$ cat config.mk
export PLATFORM = sky130hd
export DESIGN_NAME = systolic_feeder
export DESIGN_NICKNAME = d
export VERILOG_FILES = /design/src/rtl/systolic_feeder.sv
export SDC_FILE = /design/constraint.sdc
export NUM_CORES = 1
export LEC_CHECK = 0
export CAP_MARGIN = 15
export CORE_MARGIN = 2
export CORE_UTILIZATION = 43
export CTS_BUF_LIST = sky130_fd_sc_hd__clkbuf_8
export DETAILED_ROUTE_END_ITERATION = 6
export PLACE_DENSITY = 0.8
export SLEW_MARGIN = 20
export SYNTH_ARGS = -nofsm -noshare
export SYNTH_HDL_FRONTEND = slang
export SYNTH_SLANG_ARGS = --single-unit
$ cat constraint.sdc
create_clock -name clk_in -period 2.08 [get_ports clk_in]
set_clock_uncertainty 0.1 [all_clocks]
set_input_delay 0.416 -clock clk_in [delete_from_list [all_inputs] [get_ports clk_in]]
set_output_delay 0.416 -clock clk_in [all_outputs]
set_load 0.05 [all_outputs]
$ cat src/rtl/systolic_feeder.sv
// Feeds a weight tile and diagonally skewed feature vectors into the systolic array,
// then flushes zeros through the skew so the array drains before done is pulsed.
module systolic_feeder #(
    parameter int width = 8,
    parameter int row   = 3,
    parameter int col   = 3,
    parameter int cnt_w = 16
) (
    input  logic                   clk_in,
    input  logic                   rst_in,
    input  logic                   start_in,
    input  logic [cnt_w-1:0]       num_vec_in,
    input  logic                   w_valid_in,
    output logic                   w_ready_out,
    input  logic [width*col-1:0]   w_data_in,
    input  logic                   f_valid_in,
    output logic                   f_ready_out,
    input  logic [width*row-1:0]   f_data_in,
    output logic                   ctrl_out,
    output logic [width*col-1:0]   weight_out,
    output logic [width*row-1:0]   feature_out,
    output logic                   busy_out,
    output logic                   done_out
);
    typedef enum logic [1:0] {IDLE, LOAD_W, STREAM, FLUSH} state_t;

    localparam int bw = $clog2(row + 1);
    localparam int fw = $clog2(row + col);

    state_t           state, state_nx;
    logic [cnt_w-1:0] vec_cnt, vec_cnt_nx;
    logic [bw-1:0]    beat_cnt, beat_cnt_nx;
    logic [fw-1:0]    flush_cnt, flush_cnt_nx;
    logic             done_nx;
    logic             w_fire, f_fire;

    // Readies are gated by reset so nothing is consumed on an aborting edge.
    assign w_ready_out = !rst_in && (state == LOAD_W);
    assign f_ready_out = !rst_in && (state == STREAM);
    assign busy_out    = (state != IDLE);
    assign w_fire      = w_valid_in && w_ready_out;
    assign f_fire      = f_valid_in && f_ready_out;

    always_comb begin
        state_nx     = state;
        vec_cnt_nx   = vec_cnt;
        beat_cnt_nx  = beat_cnt;
        flush_cnt_nx = flush_cnt;
        done_nx      = 1'b0;
        unique case (state)
            IDLE: begin
                if (start_in) begin
                    if (num_vec_in != '0) begin
                        vec_cnt_nx  = num_vec_in;
                        beat_cnt_nx = '0;
                        state_nx    = LOAD_W;
                    end else begin
                        done_nx = 1'b1;
                    end
                end
            end
            LOAD_W: begin
                if (w_fire) begin
                    if (beat_cnt == bw'(row - 1)) begin
                        beat_cnt_nx = '0;
                        state_nx    = STREAM;
                    end else begin
                        beat_cnt_nx = beat_cnt + 1'b1;
                    end
                end
            end
            STREAM: begin
                if (f_fire) begin
                    if (vec_cnt != '0)
                        vec_cnt_nx = vec_cnt - 1'b1;
                    if (vec_cnt <= cnt_w'(1)) begin
                        flush_cnt_nx = '0;
                        state_nx     = FLUSH;
                    end
                end
            end
            FLUSH: begin
                if (flush_cnt == fw'(row + col - 2)) begin
                    flush_cnt_nx = '0;
                    done_nx      = 1'b1;
                    state_nx     = IDLE;
                end else begin
                    flush_cnt_nx = flush_cnt + 1'b1;
                end
            end
            default: state_nx = IDLE;
        endcase
    end

    always_ff @(posedge clk_in) begin
        if (rst_in) begin
            state      <= IDLE;
            vec_cnt    <= '0;
            beat_cnt   <= '0;
            flush_cnt  <= '0;
            ctrl_out   <= 1'b0;
            weight_out <= '0;
            done_out   <= 1'b0;
        end else begin
            state      <= state_nx;
            vec_cnt    <= vec_cnt_nx;
            beat_cnt   <= beat_cnt_nx;
            flush_cnt  <= flush_cnt_nx;
            ctrl_out   <= w_fire;
            weight_out <= w_fire ? w_data_in : '0;
            done_out   <= done_nx;
        end
    end

    // Lane i is i+1 stages deep; idle cycles shift in zero bubbles.
    for (genvar i = 0; i < row; i++) begin : g_lane
        logic [width-1:0] sr [0:i];

        always_ff @(posedge clk_in) begin
            if (rst_in) begin
                for (int k = 0; k <= i; k++)
                    sr[k] <= '0;
            end else begin
                sr[0] <= f_fire ? f_data_in[i*width +: width] : '0;
                for (int k = 1; k <= i; k++)
                    sr[k] <= sr[k-1];
            end
        end

        assign feature_out[i*width +: width] = sr[i];
    end
endmodule

==> results of run 1 <==
==> layer usage <==
| metal | part of all wire (%) | vias to the layer above | wire (µm) |
|---|---|---|---|
| met3 | 6.7 | 15 | 597 |
| met1 | 40 | 1460 | 3570 |
| li1 | - | 1557 | - |
| met5 | 0 | - | 0 |
| met2 | 51 | 104 | 4550 |
| met4 | 2.1 | 0 | 184 |
==> final cells by class <==
| cell class | instances | area (µm²) |
|---|---|---|
| inverter | 9 | 37.5 |
| multi-input combinational | 242 | 1630 |
| fill | 649 | 2830 |
| sequential | 97 | 1950 |
| timing repair buffer | 158 | 1530 |
| clock buffer | 10 | 138 |
| clock inverter | 6 | 57.6 |
| tap | 105 | 131 |
==> stage by stage <==
stage                     utilization [%]  instances
after global routing                 65.9        627
final                                65.9        627
after floorplan                         -        385
after detailed placement             61.7        606
after CTS                            65.0        626
after global placement               61.7        606
==> worst max path at each step <==
stage,slack (ps),startpoint,depth (start not counted),end
after floorplan,3,state[0]$_SDFFE_PP0P_,9,vec_cnt[10]$_SDFFE_PP0P_
after global placement,-470,f_valid_in,6,vec_cnt[7]$_SDFFE_PP0P_
after detailed placement,-570,f_valid_in,6,vec_cnt[0]$_SDFFE_PP0P_
after CTS,3,state[1]$_SDFFE_PP0P_,8,vec_cnt[10]$_SDFFE_PP0P_
after global routing,-4,state[0]$_SDFFE_PP0P_,6,f_ready_out
final,70,g_lane[0].sr[0][3]$_SDFF_PP0_,1,feature_out[3]
==> registers in the layout, summed over array words and instances, names as in the netlist <==
name / count
g_lane.sr: 48
vec_cnt: 16
ctrl_out: 1
state: 2
flush_cnt: 3
done_out: 1
weight_out: 24
beat_cnt: 2
==> kinds of logic (layout without fill, tap and decap cells) <==
logic type                 count (synthesis)  in the layout  share of synthesized area [%]
AOI/OAI and AO/OA                         49             49                           8.77
xor gates and xnor gates                   3              3                          0.706
adders and majority gates                  9              9                           3.02
buffers and inverters                     46            183                           6.99
DFF                                       97             97                           52.1
muxes                                      7              7                           1.91
and+or+nand+nor                          174            174                           26.5
==> power by group through the flow <==
stage | Sequential (µW) | Clock (µW) | Combinational, µW
after floorplan | 2420 | 0 | 1540
after global placement | 2300 | 0 | 2420
final | 2310 | 1190 | 2760
after global routing | 2340 | 1300 | 3010
after CTS | 2280 | 1220 | 2640
after detailed placement | 2320 | 0 | 2500
==> repair_timing <==
| action | in CTS | in global routing |
|---|---|---|
| setup buffers | 4 | 1 |
| gates resized for setup | 7 | 16 |
| hold endpoints to repair | 0 | 0 |
| pin swaps | 4 | 5 |
| endpoints found under the setup margin | 17 | 11 |
==> placed cells by master, fill, tap and decap left out, types with 3 or more instances in the layout <==
cell type        instances
nor3_1                  10
or2_2                    3
dfxtp_1                 95
inv_8                    3
nand3_1                  7
nor4_4                   3
nor2b_1                 27
mux2i_1                  6
buf_4                   36
dlymetal6s2s_1           4
clkdlybuf4s50_1        112
a21oi_1                 15
nand2_1                 22
nor2_1                  30
and2_1                  24
clkinvlp_4               3
ha_1                     7
inv_1                    6
o21ai_0                 11
nor4_1                   5
clkbuf_8                10
and3_1                  25
buf_12                   3
==> flow_summary_export.csv, run 1 <==
group,metric,value,unit
placed_design,gp_congestion,0.871,
yosys,synth.avg_cell_area,9.67,µm²
power,p_switching,2370,µW
status,status,"finished clean",
routing,drtPass1Iterations,4,
sta,setup_violations,0,
routing,vias_per_cell,5.00,
sta,hold_viol,0,
floorplanning,initial_core_util,44.9,%
setup_path,reg2reg_depth,7,
setup_path,r2r_end,"vec_cnt[0]$_SDFFE_PP0P_",
setup_path,arrival,1500,ps
routing,totalWireLength,8.90,mm
min_path,worstHoldStart,"g_lane[1].sr[0][7]$_SDFF_PP0_",
clocking,ctsLongestPathBuffers,2,
yosys,synthTopCellsByCount,"dfxtp_1, nor2_1, nor2b_1",
sta,slew_violations,0,
yosys,yosysWarnings,0,
yosys,synth_ff_type,"dfxtp_1",
power,p_int,3880,µW
clocking,htreeDepth,3,
clocking,clock_latency,350,ps
floorplanning,core_area,8300,µm²
setup_path,critical_path_class,"reg -> out",
floorplanning,die_y,97.1,µm
grt,grt_pass1_wl,14.8,mm
final_layout,nets,595,
setup_path,crit_path_end_kind,"primary output",
grt,grt_use_met3,5.76,%
placed_design,dp.final_hpwl,6.48,mm
routing,ant_nets,0,
sta,fin_ws,67.5,ps
clocking,cts_buffers,9,
sta,max_freq,497,MHz
placed_design,pre_cts_slack,-566,ps
yosys,synthTopCellsByArea,"dfxtp_1, nor2b_1, and3_1",
routing,drt_iter0_drc,146,
yosys,synthesis.area,3720,µm²
routing,drc,0,
setup_path,path_buf_inv,1,
power,power_frac_seq,36.9,%
yosys,yosysTopAreaCell,"dfxtp_1",
yosys,synth_edf_count,0,
power,leakagePower,0.00227,µW
clocking,cts_tree,"yes",
setup_path,rrSetupSlack,90,ps
setup_path,crit_family,"buffers and inverters",
final_layout,area_delta_synth_final,46.9,%
sta,fin_crit_sh,96.8,%
yosys,synth_nets,463,
clocking,clkSinkCount,97,
yosys,synth_cells,385,
final_layout,drive_gt1_share,16.5,%
sta,tns,0,ps
sta,fin_hold_ws,340,ps
yosys,synth-seq-area-share,52.1,%
yosys,yosysMostFrequentCell,"dfxtp_1",
floorplanning,die_w,97.1,µm
clocking,root_buffer,"clkbuf_8",
grt,grt_use_met1,21.7,%
power,switching_share,37.9,%
grt,grt_antenna_before_repair,0,
floorplanning,dieArea,9420,µm²
setup_path,max_stage_delay,810,ps
routing,num_vias,3136,
grt,overflow,0,
final_layout,n_antenna_cell,0,
setup_path,crit_fanout,1,
setup_path,crit_path_cell_trace,"clkdlybuf4s50_1",
power,comb_power_share,44.1,%
sta,slew_headroom,64.0,%
floorplanning,rows,33,
setup_path,cp_data_required_time,1560,ps
power,p_clk_share,19.0,%
min_path,whs_endpoint,"g_lane[1].sr[0][15]$_SDFF_PP0_",
min_path,worst_hold_path_type,"reg -> reg",
setup_path,slowest_stage,"clkdlybuf4s50_1",
grt,met2_usage,34.3,%
sta,worst_slew_pin_slew,538,ps
setup_path,r2r-start,"vec_cnt[11]$_SDFFE_PP0P_",
final_layout,fin_area,5470,µm²
min_path,whs_path_depth,1,
yosys,async_flop_share,0,%
grt,gr-max-usage-layer,"met2",
grt,grt_usage,19.1,%
job,maxCapViolations,0,
floorplanning,pin_count,122,
yosys,synth_cell_types,50,
power,vdd_drop_max,0.943,mV
yosys,synth_top_area_share,52.1,%
sta,post-route-min-period,2010,ps
setup_path,critPathLaunchType,"flop",
grt,grt_pass1_vias,3160,
routing,post_drt_wl_per_cell,14.2,µm
placed_design,port_buffers,121,
yosys,ys_ff_latch,97,
grt,grt_max_degree,42,
clocking,clk_pin_slew,110,ps
placed_design,place_area,5120,µm²
clocking,postCtsHoldBufs,0,
power,power.density,1140,nW/µm²
power,total_power,6250,µW
No activity file was read; power rests on OpenSTA's default activity.
==> run 2, diff against run 1 <==
clock period = 1.7 ns   (was 2.08 ns; I/O delays follow)
==> flow_summary_export.csv, run 2 (synthesis gave the netlist of run 1 again) <==
group,metric,value,unit
floorplanning,initial_core_util,44.9,%
clocking,root_buffer,"clkbuf_8",
sta,slew_headroom,67.3,%
setup_path,crit_path_end_kind,"flop",
clocking,clk_pin_slew,100,ps
routing,vias_per_cell,4.94,
setup_path,slowest_stage,"or3_4",
setup_path,arrival,2200,ps
sta,fin_hold_ws,327,ps
power,p_int,5400,µW
sta,setup_violations,25,
sta,post-route-min-period,2000,ps
power,switching_share,37.9,%
floorplanning,pin_count,122,
final_layout,area_delta_synth_final,56.1,%
placed_design,gp_congestion,0.853,
job,maxCapViolations,0,
placed_design,port_buffers,121,
power,leakagePower,0.00261,µW
floorplanning,die_w,97.1,µm
grt,grt_pass1_wl,15.0,mm
setup_path,timing.critical_path.mode_cell,"a211o_1",
routing,ant_nets,0,
floorplanning,die_y,97.1,µm
final_layout,drive_gt1_share,35.1,%
final_layout,final_common_cell,"buf_4",
grt,grt_pass1_vias,3127,
power,p_switching,3290,µW
sta,slew_violations,0,
clocking,ctsLongestPathBuffers,2,
setup_path,critical_path_class,"reg -> reg",
routing,totalWireLength,9.54,mm
power,vdd_drop_max,1.21,mV
setup_path,critPathLaunchType,"flop",
power,comb_power_share,51.2,%
final_layout,nets,632,
min_path,worst_hold_path_type,"in -> reg",
final_layout,reg.largest.list,"g_lane.sr x48, weight_out x24, vec_cnt x16",
sta,fin_ws,-295,ps
sta,hold_viol,0,
floorplanning,rows,33,
setup_path,rrSetupSlack,-300,ps
status,failed_checks,"negative setup slack",
floorplanning,dieArea,9420,µm²
clocking,htreeDepth,3,
routing,num_vias,3281,
routing,drtPass1Iterations,5,
status,status,"finished with violations",
setup_path,cp_data_required_time,1900,ps
final_layout,n_antenna_cell,0,
routing,drt_iter0_drc,203,
setup_path,crit_path_cell_trace,"inv_4, ha_4, clkinvlp_4, nor2_2, a211o_1, or3_4, a211o_1, a21oi_2",
grt,grt_antenna_before_repair,0,
clocking,clkSinkCount,97,
setup_path,max_stage_delay,410,ps
sta,max_freq,501,MHz
final_layout,largest_register_ffs,48,
grt,overflow,0,
clocking,cts_buffers,9,
placed_design,dp.cells,634,
power,power.density,1500,nW/µm²
sta,fin_crit_sh,117,%
min_path,whs_path_depth,3,
floorplanning,core_area,8300,µm²
power,power_frac_seq,31.6,%
sta,worst_slew_pin_slew,485,ps
power,p_clk_share,17.2,%
sta,rsz0062_at_grt,"yes",
placed_design,dp.final_hpwl,6.57,mm
clocking,clock_latency,370,ps
grt,grt_max_degree,26,
final_layout,regMostFlops,"g_lane.sr",
final_layout,fin_cells,664,
routing,post_drt_wl_per_cell,14.4,µm
setup_path,crit_fanout,7,
clocking,cts_tree,"yes",
setup_path,reg2reg_depth,8,
grt,grt_usage,19.6,%
routing,drc,0,
final_layout,final_cell_mix,"buf_4, dfxtp_1, clkdlybuf4s50_1",
## run 2: cell types whose count changed in the layout (fill, tap and decap cells not counted), sizes merged
cell / change
inv: -3
clkdlybuf4s50: -51
buf: +87
clkinv: +6
clkbuf: -1
dlygate4sd2: +1
clkinvlp: -2
## run 2: final timing paths
check / start / endpoint
max: state[1]$_SDFFE_PP0P_ / vec_cnt[10]$_SDFFE_PP0P_
min: rst_in / flush_cnt[1]$_SDFFE_PP0P_
max reg2reg: state[1]$_SDFFE_PP0P_ / vec_cnt[10]$_SDFFE_PP0P_
min reg2reg: g_lane[2].sr[0][14]$_SDFF_PP0_ / g_lane[2].sr[0][22]$_SDFF_PP0_
## run 2: worst max-delay path: cells and delay by family, from the launching register on
family	cells	cell delay, ps
buffers and inverters	2	110
DFF	1	400
AOI/OAI and AO/OA	3	690
adders and majority gates	1	170
and+or+nand+nor	2	470
## run 2: power groups by stage
stage,sequential [µW],clock [µW],combinational [µW]
global placement,2760,0,3520
global route,2780,1620,4780
floorplan,2960,0,1930
finish,2740,1500,4450
CTS,2740,1540,4210
detailed placement,2770,0,3600
## run 2: final cells by class
class                   count  area [µm²]
clock buffers               9         124
inverters                   9        42.5
fillers                   624        2480
clock inverters             7        86.3
flip-flops and latches     97        1950
multi-input cells         242        1740
well taps                 105         131
repair buffers            195        1740
## run 2: what timing repair did
action	in CTS	in global routing
endpoints found under the setup margin	27	27
cloned	1	0
hold buffers	0	0
gates resized for setup	42	24
pin swaps	13	12
setup buffers	9	4
hold endpoints to repair	0	0
## run 2: routing by layer
metal	global-route usage, %	wire (µm)	vias up
li1	-	-	1629
met1	24.0	3970	1489
met2	33.2	4690	143
met3	4.39	660	20
met4	8.34	219	0
met5	0	0	-
## run 2: stage by stage
stage | utilization [%] | setup slack, ps | cell area [µm²] | TNS [ps] | total power [µW]
3_3_place_gp | 63.2 | -762 | 5240 | -14060 | 6280
5_1_grt | 70.1 | -354 | 5820 | -6810 | 9180
3_5_place_dp | 63.2 | -813 | 5240 | -14890 | 6370
2_1_floorplan | - | -358 | 3790 | -3800 | 4890
6_report | 70.1 | -295 | 5820 | -4900 | 8690
4_1_cts | 68.7 | -260 | 5700 | -4360 | 8490
==> run 3, diff against run 2 <==
SETUP_SLACK_MARGIN = 0.4   (was default)
TNS_END_PERCENT = 20   (was default)
==> flow_summary_export.csv, run 3 (synthesis gave the netlist of run 1 again) <==
group,metric,value,unit
clocking,htreeDepth,3,
setup_path,crit_family,"compound AO/OA/AOI/OAI gates",
routing,num_vias,3356,
job,maxCapViolations,0,
clocking,root_buffer,"clkbuf_8",
sta,rsz0062_at_grt,"yes",
placed_design,pre_cts_slack,-767,ps
sta,post-route-min-period,2000,ps
clocking,cts_buffers,9,
power,total_power,8890,µW
routing,wl_met3,615,µm
final_layout,final_cell_mix,"buf_4, clkdlybuf4s50_1, dfxtp_2",
final_layout,drive_gt1_share,49.2,%
sta,slew_headroom,68.2,%
setup_path,critical_path_class,"reg -> reg",
routing,drtPass1Iterations,4,
floorplanning,initial_core_util,44.9,%
floorplanning,core_area,8300,µm²
sta,max_freq,499,MHz
final_layout,nets,634,
min_path,worst_hold_path_type,"reg -> reg",
setup_path,timing.critical_path.mode_cell,"a211o_1",
clocking,clkSinkCount,97,
grt,grt_antenna_before_repair,0,
grt,grt_usage,22.0,%
power,power.density,1410,nW/µm²
grt,overflow,0,
min_path,whs_endpoint,"g_lane[1].sr[0][14]$_SDFF_PP0_",
floorplanning,dieArea,9420,µm²
routing,dr_wl_met2,5.57,mm
setup_path,critPathLaunchType,"flop",
setup_path,r2r_end,"vec_cnt[10]$_SDFFE_PP0P_",
grt,grt_max_degree,38,
sta,fin_ws,-304,ps
floorplanning,die_w,97.1,µm
min_path,worstHoldStart,"g_lane[1].sr[0][6]$_SDFF_PP0_",
setup_path,crit_path_end_kind,"flop",
final_layout,n_antenna_cell,0,
final_layout,area_delta_synth_final,69.4,%
setup_path,slowest_stage,"or3_4",
routing,drt_iter0_drc,128,
status,status,"finished with violations",
setup_path,max_stage_delay,410,ps
status,failed_checks,"negative setup slack",
final_layout,final_common_cell,"buf_4",
routing,top_layer,"met4",
clocking,clk_pin_slew,100,ps
setup_path,crit_fanout,6,
floorplanning,pin_count,122,
placed_design,dp.final_hpwl,6.74,mm
grt,grt_pass1_wl,16.7,mm
setup_path,arrival,2210,ps
placed_design,place_area,5240,µm²
grt,grt_pass1_vias,3532,
routing,totalWireLength,10.6,mm
min_path,whs_path_depth,1,
routing,vias_per_cell,5.04,
sta,worst_slew_pin_slew,472,ps
routing,post_drt_wl_per_cell,15.8,µm
clocking,ctsLongestPathBuffers,2,
routing,m1WireLength,4.04,mm
setup_path,rrSetupSlack,-300,ps
sta,hold_viol,0,
sta,setup_violations,26,
clocking,cts_tree,"yes",
clocking,clock_latency,360,ps
sta,fin_crit_sh,118,%
setup_path,crit_path_cell_trace,"inv_4, ha_4, clkinvlp_4, nor2_4, a211o_1, or3_4, a211o_1, a21oi_2",
routing,drc,0,
setup_path,crit_start,"state[1]$_SDFFE_PP0P_",
final_layout,fin_area,6310,µm²
setup_path,path_buf_inv,2,
final_layout,reg.largest.list,"g_lane.sr x48, weight_out x24, vec_cnt x16",
placed_design,gp_congestion,0.848,
setup_path,reg2reg_depth,8,
floorplanning,die_y,97.1,µm
final_layout,regMostFlops,"g_lane.sr",
placed_design,port_buffers,121,
power,vdd_drop_max,1.16,mV
setup_path,r2r-start,"state[1]$_SDFFE_PP0P_",
sta,slew_violations,0,
final_layout,largest_register_ffs,48,
setup_path,cp_data_required_time,1900,ps
routing,ant_nets,0,
floorplanning,rows,33,
power,leakagePower,0.00275,µW
-- run 3: changes by cell type in the layout (fill, tap and decap cells not counted), sizes merged --
cell	previous run	this run
buf	128	130
inv	9	11
clkinv	6	4
-- run 3: where the power goes --
part           internal, µW  leakage [µW]  switching [µW]
Sequential             2580      0.000814             239
Combinational          2350       0.00184            2250
Clock                   578      0.000101             891
Total                  5510       0.00275            3380
-- run 3: stage by stage --
| step | hold WS (ps) | std cells | setup TNS, ps | util, % |
|---|---|---|---|---|
| finish | 339 | 666 | -5130 | 76.0 |
| CTS | 339 | 664 | -4280 | 74.4 |
| global route | 351 | 666 | -6710 | 76.0 |
| global placement | 316 | 638 | -13450 | 63.1 |
| floorplan | 314 | 385 | -5230 | - |
| detailed placement | 320 | 638 | -14550 | 63.1 |
-- run 3: cell type report --
type / instances / area (µm²)
Inverter: 9 / 45.0
Tap cell: 105 / 131
Timing Repair Buffer: 197 / 2140
Multi-Input combinational cell: 242 / 1780
Clock buffer: 9 / 124
Fill cell: 527 / 1990
Sequential cell: 97 / 2020
Clock inverter: 7 / 73.8
-- run 3: how the worst max path moves through the flow --
stage / end / slack (ps) / cells after the start
2_1_floorplan: vec_cnt[10]$_SDFFE_PP0P_ / -360 / 9
3_3_place_gp: vec_cnt[0]$_SDFFE_PP0P_ / -700 / 6
3_5_place_dp: vec_cnt[0]$_SDFFE_PP0P_ / -770 / 6
4_1_cts: vec_cnt[10]$_SDFFE_PP0P_ / -280 / 8
5_1_grt: vec_cnt[10]$_SDFFE_PP0P_ / -360 / 8
6_report: vec_cnt[10]$_SDFFE_PP0P_ / -300 / 8
-- run 3: timing repair --
| action | in CTS | in global routing |
|---|---|---|
| endpoints found under the setup margin | 126 | 126 |
| hold buffers | 0 | 0 |
| gates resized for setup | 219 | 34 |
| buffers inserted | 10 | 2 |
| pin swaps | 42 | 30 |
| gates cloned | 0 | 0 |
-- run 3: worst reg2reg max path, cell delays in order (launching register included) --
cell and delay [ps]:
dfxtp_4 400, inv_4 50, ha_4 180, clkinvlp_4 100, nor2_4 40, a211o_1 280
or3_4 410, a211o_1 260, a21oi_2 120
-- run 3: layer usage --
metal | vias up | GRT usage [%]
met1 | 1566 | 23.7
met3 | 28 | 6.55
met2 | 126 | 40.1
met5 | - | 0
met4 | 0 | 8.88
li1 | 1636 | -
